### config.mk
export PLATFORM = sky130hd
export DESIGN_NAME = pulse_decoder
export DESIGN_NICKNAME = d
export VERILOG_FILES = /design/src/rtl/decoder_pkg.sv /design/src/rtl/bin2onehot.sv /design/src/rtl/pulse_decoder.sv
export SDC_FILE = /design/constraint.sdc
export NUM_CORES = 1
export LEC_CHECK = 0
export CAP_MARGIN = 15
export CORE_ASPECT_RATIO = 0.9
export CORE_UTILIZATION = 58
export DETAILED_ROUTE_END_ITERATION = 6
export HOLD_SLACK_MARGIN = 0.12
export PLACE_DENSITY = 0.89
export SLEW_MARGIN = 0
export SYNTH_ARGS = -nofsm -noshare
export SYNTH_HDL_FRONTEND = slang
export SYNTH_SLANG_ARGS = --single-unit
### constraint.sdc
create_clock -name clk -period 4.9 [get_ports clk]
set_clock_uncertainty 0.2 [all_clocks]
set_input_delay 0.735 -clock clk [delete_from_list [all_inputs] [get_ports clk]]
set_output_delay 0.735 -clock clk [all_outputs]
set_load 0.005 [all_outputs]
### src/rtl/decoder_pkg.sv
// Shared constants and state encoding for the sequenced pulse decoder.
package decoder_pkg;
  localparam logic [1:0] ST_IDLE   = 2'd0;
  localparam logic [1:0] ST_ACTIVE = 2'd1;
  localparam logic [1:0] ST_GAP    = 2'd2;
  localparam int         CNT_W     = 8;

  typedef enum logic [1:0] {
    S_IDLE   = ST_IDLE,
    S_ACTIVE = ST_ACTIVE,
    S_GAP    = ST_GAP
  } state_e;
endpackage

### src/rtl/bin2onehot.sv
// Combinational binary-to-one-hot decoder; every code maps to exactly one line.
module bin2onehot #(
  parameter int IN_W  = 3,
  parameter int OUT_W = 2**IN_W
) (
  input  logic [IN_W-1:0]  i_code,
  output logic [OUT_W-1:0] o_onehot
);
  // Clear all lines, then raise the indexed one.
  always_comb begin
    o_onehot         = '0;
    o_onehot[i_code] = 1'b1;
  end
endmodule

### src/rtl/pulse_decoder.sv
// Accepts a line index over valid/ready and drives its one-hot line for PULSE_LEN cycles,
// with a one-deep pending slot and GAP_LEN idle cycles between pulses.
module pulse_decoder
  import decoder_pkg::*;
#(
  parameter int IN_W      = 3,
  parameter int OUT_W     = 2**IN_W,
  parameter int PULSE_LEN = 4,
  parameter int GAP_LEN   = 1
) (
  input  logic             clk,
  input  logic             rst_n,
  input  logic             enable,
  input  logic             in_valid,
  output logic             in_ready,
  input  logic [IN_W-1:0]  code,
  output logic [OUT_W-1:0] y,
  output logic             busy,
  output logic             done
);
  localparam logic [CNT_W-1:0] CNT_ZERO   = {CNT_W{1'b0}};
  localparam logic [CNT_W-1:0] CNT_ONE    = {{(CNT_W-1){1'b0}}, 1'b1};
  localparam logic [CNT_W-1:0] PULSE_LOAD = CNT_W'(PULSE_LEN - 1);
  localparam logic [CNT_W-1:0] GAP_LOAD   = CNT_W'((GAP_LEN > 0) ? (GAP_LEN - 1) : 0);

  state_e            r_state, w_nxt_state;
  logic [CNT_W-1:0]  r_cnt, w_nxt_cnt;
  logic [OUT_W-1:0]  r_y, w_nxt_y;
  logic              r_done, w_nxt_done;
  logic              r_pend_full, w_nxt_pend_full;
  logic [IN_W-1:0]   r_pend_code, w_nxt_pend_code;
  logic [OUT_W-1:0]  w_code_oh, w_pend_oh;
  logic              w_accept;

  bin2onehot #(.IN_W(IN_W), .OUT_W(OUT_W)) u_dec_code (.i_code(code),        .o_onehot(w_code_oh));
  bin2onehot #(.IN_W(IN_W), .OUT_W(OUT_W)) u_dec_pend (.i_code(r_pend_code), .o_onehot(w_pend_oh));

  assign in_ready = enable && !r_pend_full;
  assign w_accept = in_valid && in_ready;
  assign busy     = (r_state != S_IDLE) || r_pend_full;
  assign y        = r_y;
  assign done     = r_done;

  // Next-state, counter, output line and pending-slot logic.
  always_comb begin
    w_nxt_state     = r_state;
    w_nxt_cnt       = r_cnt;
    w_nxt_y         = r_y;
    w_nxt_pend_full = r_pend_full;
    w_nxt_pend_code = r_pend_code;
    if (!enable) begin
      w_nxt_state     = S_IDLE;
      w_nxt_cnt       = CNT_ZERO;
      w_nxt_y         = '0;
      w_nxt_pend_full = 1'b0;
      w_nxt_pend_code = '0;
    end else begin
      case (r_state)
        S_IDLE: begin
          if (w_accept) begin
            w_nxt_state = S_ACTIVE;
            w_nxt_cnt   = PULSE_LOAD;
            w_nxt_y     = w_code_oh;
          end else begin
            w_nxt_cnt = CNT_ZERO;
            w_nxt_y   = '0;
          end
        end
        S_ACTIVE: begin
          if (r_cnt != CNT_ZERO) begin
            w_nxt_cnt = r_cnt - CNT_ONE;
            if (w_accept) begin
              w_nxt_pend_full = 1'b1;
              w_nxt_pend_code = code;
            end else begin
              w_nxt_pend_full = r_pend_full;
            end
          end else if (GAP_LEN > 0) begin
            w_nxt_state = S_GAP;
            w_nxt_cnt   = GAP_LOAD;
            w_nxt_y     = '0;
            if (w_accept) begin
              w_nxt_pend_full = 1'b1;
              w_nxt_pend_code = code;
            end else begin
              w_nxt_pend_full = r_pend_full;
            end
          end else if (r_pend_full) begin
            w_nxt_cnt       = PULSE_LOAD;
            w_nxt_y         = w_pend_oh;
            w_nxt_pend_full = 1'b0;
          end else if (w_accept) begin
            // Zero gap with an empty slot: the new code goes straight to the line.
            w_nxt_cnt = PULSE_LOAD;
            w_nxt_y   = w_code_oh;
          end else begin
            w_nxt_state = S_IDLE;
            w_nxt_y     = '0;
          end
        end
        S_GAP: begin
          w_nxt_y = '0;
          if (r_cnt != CNT_ZERO) begin
            w_nxt_cnt = r_cnt - CNT_ONE;
            if (w_accept) begin
              w_nxt_pend_full = 1'b1;
              w_nxt_pend_code = code;
            end else begin
              w_nxt_pend_full = r_pend_full;
            end
          end else if (r_pend_full) begin
            w_nxt_state     = S_ACTIVE;
            w_nxt_cnt       = PULSE_LOAD;
            w_nxt_y         = w_pend_oh;
            w_nxt_pend_full = 1'b0;
          end else if (w_accept) begin
            w_nxt_state = S_ACTIVE;
            w_nxt_cnt   = PULSE_LOAD;
            w_nxt_y     = w_code_oh;
          end else begin
            w_nxt_state = S_IDLE;
          end
        end
        default: begin
          w_nxt_state     = S_IDLE;
          w_nxt_cnt       = CNT_ZERO;
          w_nxt_y         = '0;
          w_nxt_pend_full = 1'b0;
          w_nxt_pend_code = '0;
        end
      endcase
    end
    // done is registered, so it is raised on entry to the final ACTIVE cycle.
    w_nxt_done = (w_nxt_state == S_ACTIVE) && (w_nxt_cnt == CNT_ZERO);
  end

  // State and output registers.
  always_ff @(posedge clk or negedge rst_n) begin
    if (!rst_n) begin
      r_state     <= S_IDLE;
      r_cnt       <= CNT_ZERO;
      r_y         <= '0;
      r_done      <= 1'b0;
      r_pend_full <= 1'b0;
      r_pend_code <= '0;
    end else begin
      r_state     <= w_nxt_state;
      r_cnt       <= w_nxt_cnt;
      r_y         <= w_nxt_y;
      r_done      <= w_nxt_done;
      r_pend_full <= w_nxt_pend_full;
      r_pend_code <= w_nxt_pend_code;
    end
  end
endmodule

Word-level counts from Yosys, hierarchy flattened
Index checks and enable logic that the tools add are counted.
Widths: inputs -> output; s select.
{"block": "totals", "output_inout_bits": 11, "input_bits": 7, "register_bits": 23}
{"block": "op_classes", "add_sub_neg": 1, "magnitude_cmp": 4, "eq_ne": 6, "n_mux": 32, "n_reduce_logical": 12}
{"cell": "$mux 8", "count": 10}
{"cell": "$pmux 8 s3", "count": 2}
{"cell": "$mux 2", "count": 5}
{"cell": "$mux 3", "count": 3}
{"cell": "$pmux 3 s3", "count": 1}
{"cell": "$logic_not 8->1", "count": 1}
{"cell": "$lt 3x4->1 const B", "count": 2}
{"cell": "$reduce_bool 8->1", "count": 1}
{"cell": "$sub 8x1->8 const B", "count": 1}
{"cell": "$mux 1", "count": 7}
{"cell": "$demux 1 s3", "count": 2}
{"cell": "$ge 3x1->1 const B", "count": 2}
{"cell": "$ne 3x3->1 const B", "count": 2}
{"cell": "$pmux 2 s3", "count": 1}
{"cell": "$logic_and 1x1->1", "count": 5}
{"cell": "$eq 2x1->1 const B", "count": 2}
{"cell": "$pmux 1 s3", "count": 1}
{"cell": "$eq 2x2->1 const B", "count": 1}
{"cell": "$logic_not 2->1", "count": 1}
{"cell": "$ne 2x2->1 const B", "count": 1}
{"cell": "$reduce_and 2->1", "count": 1}
{"cell": "$reduce_bool 2->1", "count": 1}
{"cell": "$logic_not 1->1", "count": 1}
{"cell": "$logic_or 1x1->1", "count": 1}

Logic depth before layout (Yosys ltp)
{"block": "depth", "ltp_word": 10, "depth_mapped": 8, "ltp_nobuf": 7}

By module
A second synthesis with hierarchy kept.
{"block": "unflattened", "cells_unflattened": 154, "area_unflattened_um2": 1486.4}
{"mod": "pulse_decoder", "seq_area_each_um2": 575.6, "cells_each": 138, "instances": 1, "area_each_um2": 1356.3}
{"mod": "bin2onehot", "seq_area_each_um2": 0.0, "cells_each": 8, "instances": 2, "area_each_um2": 65.1}

Worst setup path before layout
OpenSTA, ideal clock, no wires.
{"block": "synth_path", "path_type": "register to register", "start": "register r_cnt[0]", "end": "register r_done (netlist: done)", "setup_ps": 125, "t_arrival_ps": 1741, "path_slack_ps": 2834, "synth_period_minus_slack_ps": 2066, "stages_incl_launch_ff": 9, "path_cell_list": "dfrtp_1 > inv_1 > ha_1 > nor3b_2 > and2_2 > or3_1 > buf_2 > o211ai_1 > nor4_1"}
{"block": "synth_between", "elab_chain_cells": 7, "word_cells_on_any_way": 15}
{"element": "start, declared", "line": "pulse_decoder.sv:27", "text": "logic [CNT_W-1:0] r_cnt, w_nxt_cnt;"}
{"element": "start signal, assigned", "line": "pulse_decoder.sv:148", "text": "r_cnt <= w_nxt_cnt;"}
{"element": "branches (longest 6 deep; another with $sub 8x1->8)"}
{"element": "$logic_and 1x1->1 (*)", "line": "pulse_decoder.sv:134", "text": "w_nxt_done = (w_nxt_state == S_ACTIVE) && (w_nxt_cnt == CNT_ZERO);"}
{"element": "via w_nxt_done", "line": "pulse_decoder.sv:29", "text": "logic r_done, w_nxt_done;"}
{"element": "end signal, assigned", "line": "pulse_decoder.sv:150", "text": "r_done <= w_nxt_done;"}
{"element": "end, declared", "line": "pulse_decoder.sv:29"}
Mark *: on every way through the listed nets, which the timed path passes.
A chain may end at the register's enable or synchronous reset.

Worst setup path after layout
{"block": "layout_path", "start": "input port enable", "end": "output port in_ready"}
{"block": "layout_between", "elab_chain_cells": 1}
{"element": "start, declared", "line": "pulse_decoder.sv:13", "text": "input logic enable,"}
{"element": "$logic_and 1x1->1", "line": "pulse_decoder.sv:38", "text": "assign in_ready = enable && !r_pend_full;"}
{"element": "end, declared", "line": "pulse_decoder.sv:15", "text": "output logic in_ready,"}
No other way between the ends.

==> qor.log <==
qor: run_status.outcome finished, final reports clean
qor: synth.synth_xor_xnor_area_share 2.467%
qor: sta.rsz_0062_raised_after_global_routing false
qor: cells_and_area.layout_commonest_cell sky130_fd_sc_hd__dfrtp_1
qor: sta.fmaxAchievable 320.9 MHz
qor: cts.cts_made_buffers 3
qor: route.wirelength 2883 um
qor: cts.cts.hold.buffers_added 0
qor: sta.setup_slack 1.784 ns
qor: synth.synth_enable_flop_cells 0
qor: synth.synth_mux_area_share 0.7930%
qor: floorplanning.dieHeight 48.94 um
qor: synth.post_synth.cell_area_avg 9.467 um2
qor: power_and_ir_drop.share_comb_of_total_power 54.7%
qor: power_and_ir_drop.clock_power_share 10.8%
qor: sta.final-max-slew-violation-count 0
qor: synth.synth_seq_area_share 40.53%
qor: cts.worst_skew_pair.late_latency 0.32 ns
qor: power_and_ir_drop.switching_share 43.42%
qor: critical_path.worstSetupEndpointType output port
qor: cts.max-clock-path-buffers 2
qor: power_and_ir_drop.vdd_ir_drop_max 437.5 uV
qor: route.drcViolationCount 0
qor: cts.cts.sinks 23
qor: route.vias_per_cell 6.130
qor: route.detail-route-antenna-nets 0
qor: run.max_cap_viol_count 0
qor: power_and_ir_drop.power.share.sequential 34.4%
qor: floorplanning.placement_rows 16
qor: critical_path.worst-r2r-cell-count 7
qor: min_path.timing.hold.worst_path_depth 2
qor: critical_path.critical_path_peak_fanout 17
qor: floorplanning.initial_utilization 63.34%
qor: placed_design.dp_slack 1.790 ns
qor: synth.combinational_family_with_the_most_area_after_synthesis simple AND/OR/NAND/NOR gates
qor: synth.ys.warnings.count 0
qor: cells_and_area.ff_latch_area 575.6 um2
qor: power_and_ir_drop.power.density_cell_area 504.7 mW/mm2
qor: synth.syn_nets 163
qor: placed_design.placedCellCount 188
qor: global_routing.first_global_vias 1105
qor: placed_design.placement.io_buffers 17
qor: cells_and_area.flow.area_growth_from_synthesis 14.63%
qor: global_routing.initial_antenna_violation_count 0
qor: cts.cts_setup_buffers 0
qor: critical_path.worstReg2RegEnd y[1]
qor: global_routing.total_grt_usage 25.96%
qor: synth.synthesis.instances 150
qor: sta.max_slew.worst_pin.slew 0.5279 ns
qor: floorplanning.design.die.area 0.002651 mm2
qor: power_and_ir_drop.total_switching_power 0.3568 mW
qor: cells_and_area.final_cells 193
qor: cells_and_area.mostFrequentLayoutCells sky130_fd_sc_hd__dfrtp_1 (23), sky130_fd_sc_hd__clkdlybuf4s50_1 (17), sky130_fd_sc_hd__o21ai_0 (11), sky130_fd_sc_hd__a21oi_1 (11), sky130_fd_sc_hd__nor2_1 (10)
qor: cts.cts.repair.resized 0
qor: cts.cts.root.buffer_cell sky130_fd_sc_hd__clkbuf_4
qor: synth.ys_dominant_reg_cell sky130_fd_sc_hd__dfrtp_1
qor: global_routing.grt_overflow_total 0
qor: critical_path.worst-setup-path-type input port to output port
qor: cells_and_area.post_route_cells_drive_above_1_share 11.45%
qor: synth.top_cells_by_area_synth sky130_fd_sc_hd__dfrtp_1 (41%), sky130_fd_sc_hd__ha_1 (5.3%), sky130_fd_sc_hd__a21oi_1 (3.9%)
qor: sta.final.period_utilization 63.60%
qor: synth.synth_compound_area_share 22.82%
qor: floorplanning.ios 18
qor: cells_and_area.diodes 0
qor: route.dr_total_vias 1183
qor: cells_and_area.num-fill-cells 166
qor: critical_path.r2r_slack 2.62 ns
qor: critical_path.timing.rr.start r_cnt[0]
qor: sta.fin_setup_tns 0 ns
qor: sta.timing.max_slew.rel_slack 64.71%
qor: sta.finalSetupViolCount 0
qor: global_routing.grt_start_max_net_pins 24
qor: synth.adder_and_majority_gate_portion_of_the_synthesized_area 5.286%
qor: synth.postSynthRegisterBits 23
qor: placed_design.detailed_place_hpwl 2070 um
qor: cts.ctsHtreeMaxLevel 1
qor: synth.synth.lib_cells_used.distinct 48
qor: critical_path.worst_ep_arrival_time 2.18 ns
qor: sta.hold_ws 0.3472 ns
qor: critical_path.required 3.96 ns
qor: power_and_ir_drop.cell_internal_pwr 0.4648 mW
qor: cts.clock_transition_time_at_the_flip_flop_clock_pins_of_the_worst_setup_and_hold_paths 0.13 ns
qor: sta.finalHoldViolCount 0
qor: route.detail_route.iter0.violations 43
qor: synth.post_synth_and_or_nand_nor_area_fraction 23.61%
qor: critical_path.startpoint_type input port
qor: synth.synth_largest_area_cell sky130_fd_sc_hd__dfrtp_1
qor: min_path.worstHoldEndpoint y[5]
qor: route.wl_per_cell 14.94 um
qor: power_and_ir_drop.leakage 0.6752 nW
qor: min_path.worstHoldStart y[5]
qor: synth.proportion_of_netlist_area_held_by_the_largest_area_contributor 40.53%
qor: floorplanning.die_w 54.16 um
qor: synth.ys_async_sr_fraction 100.0%
qor: cells_and_area.fin_nets 180
qor: route.drt_first_pass_iters 4
qor: sta.min_period 3.117 ns
qor: cells_and_area.area_used_by_multi_input_combinational_logic 780.7 um2
qor: synth.synthesis.area 0.001420 mm2
qor: placed_design.gp_routability_congestion 0.9589
qor: min_path.hp-class register to register
qor: floorplanning.core 0.002242 mm2
qor: cts.cts_tree done
qor: global_routing.grt_first_pass_wirelength 4995 um
## layer usage
metal	vias up	GRT usage, %	part of all wire (%)
li1	582	-	-
met1	554	36.44	48
met2	41	37.40	43
met3	6	7.165	6.7
met4	0	10.26	1.8
met5	-	0	0
## synth_stat cells, types with 6 or more instances
cell type	instances
sky130_fd_sc_hd__dfrtp_1	23
sky130_fd_sc_hd__a21oi_1	11
sky130_fd_sc_hd__o21ai_0	11
sky130_fd_sc_hd__nor2_1	10
sky130_fd_sc_hd__nand2_1	9
sky130_fd_sc_hd__inv_1	7
sky130_fd_sc_hd__nor2b_1	7
sky130_fd_sc_hd__ha_1	6
sky130_fd_sc_hd__nand2b_1	6
## critical path: stages
cell and delay, ns:
sky130_fd_sc_hd__clkdlybuf4s50_1 0.76, sky130_fd_sc_hd__nor2b_1 0.18, sky130_fd_sc_hd__clkdlybuf4s50_1 0.50
## kinds of logic (layout without fill, tap and decap cells)
group,Yosys count,count (layout)
AOI/OAI and AO/OA,47,47
xor gates and xnor gates,4,4
adders and majority gates,6,6
buffers and inverters,13,29
DFF,23,23
muxes,1,1
and+or+nand+nor,56,56
## flip-flops by register name, summed over array words and instances (netlist names)
register / flops
done: 1
r_cnt: 8
r_pend_code: 3
r_pend_full: 1
r_state: 2
y: 8
## layout make-up
class / count / share of cell area [%]
inverters: 7 / 1.614
well taps: 27 / 2.075
multi-input cells: 114 / 47.96
clock buffers: 4 / 1.614
repair buffers: 18 / 11.38
flip-flops and latches: 23 / 35.36
## worst max path at each step
stage                   from  endpoint  slack [ns]  cells past startpoint
floorplan           r_cnt[0]      done        2.83                      8
global placement      enable  in_ready        1.80                      3
detailed placement    enable  in_ready        1.79                      3
CTS                   enable  in_ready        1.79                      3
global route          enable  in_ready        1.69                      3
finish                enable  in_ready        1.78                      3
## per-stage QoR
step / instance area [um2] / power, mW / util [%]
after floorplan: 1420 / 0.6135 / -
after global placement: 1587 / 0.7095 / 70.76
after detailed placement: 1587 / 0.7252 / 70.76
after CTS: 1613 / 0.8193 / 71.93
after global routing: 1628 / 0.8891 / 72.60
final: 1628 / 0.8216 / 72.60
## power by group through the flow
stage / Clock, mW / Sequential (mW) / Combinational [mW]
after floorplan: 0 / 0.268 / 0.345
after global routing: 0.103 / 0.289 / 0.496
after detailed placement: 0 / 0.285 / 0.440
final: 0.0891 / 0.283 / 0.450
after CTS: 0.0929 / 0.282 / 0.444
after global placement: 0 / 0.282 / 0.428
Power figures use the tool's default switching activity.
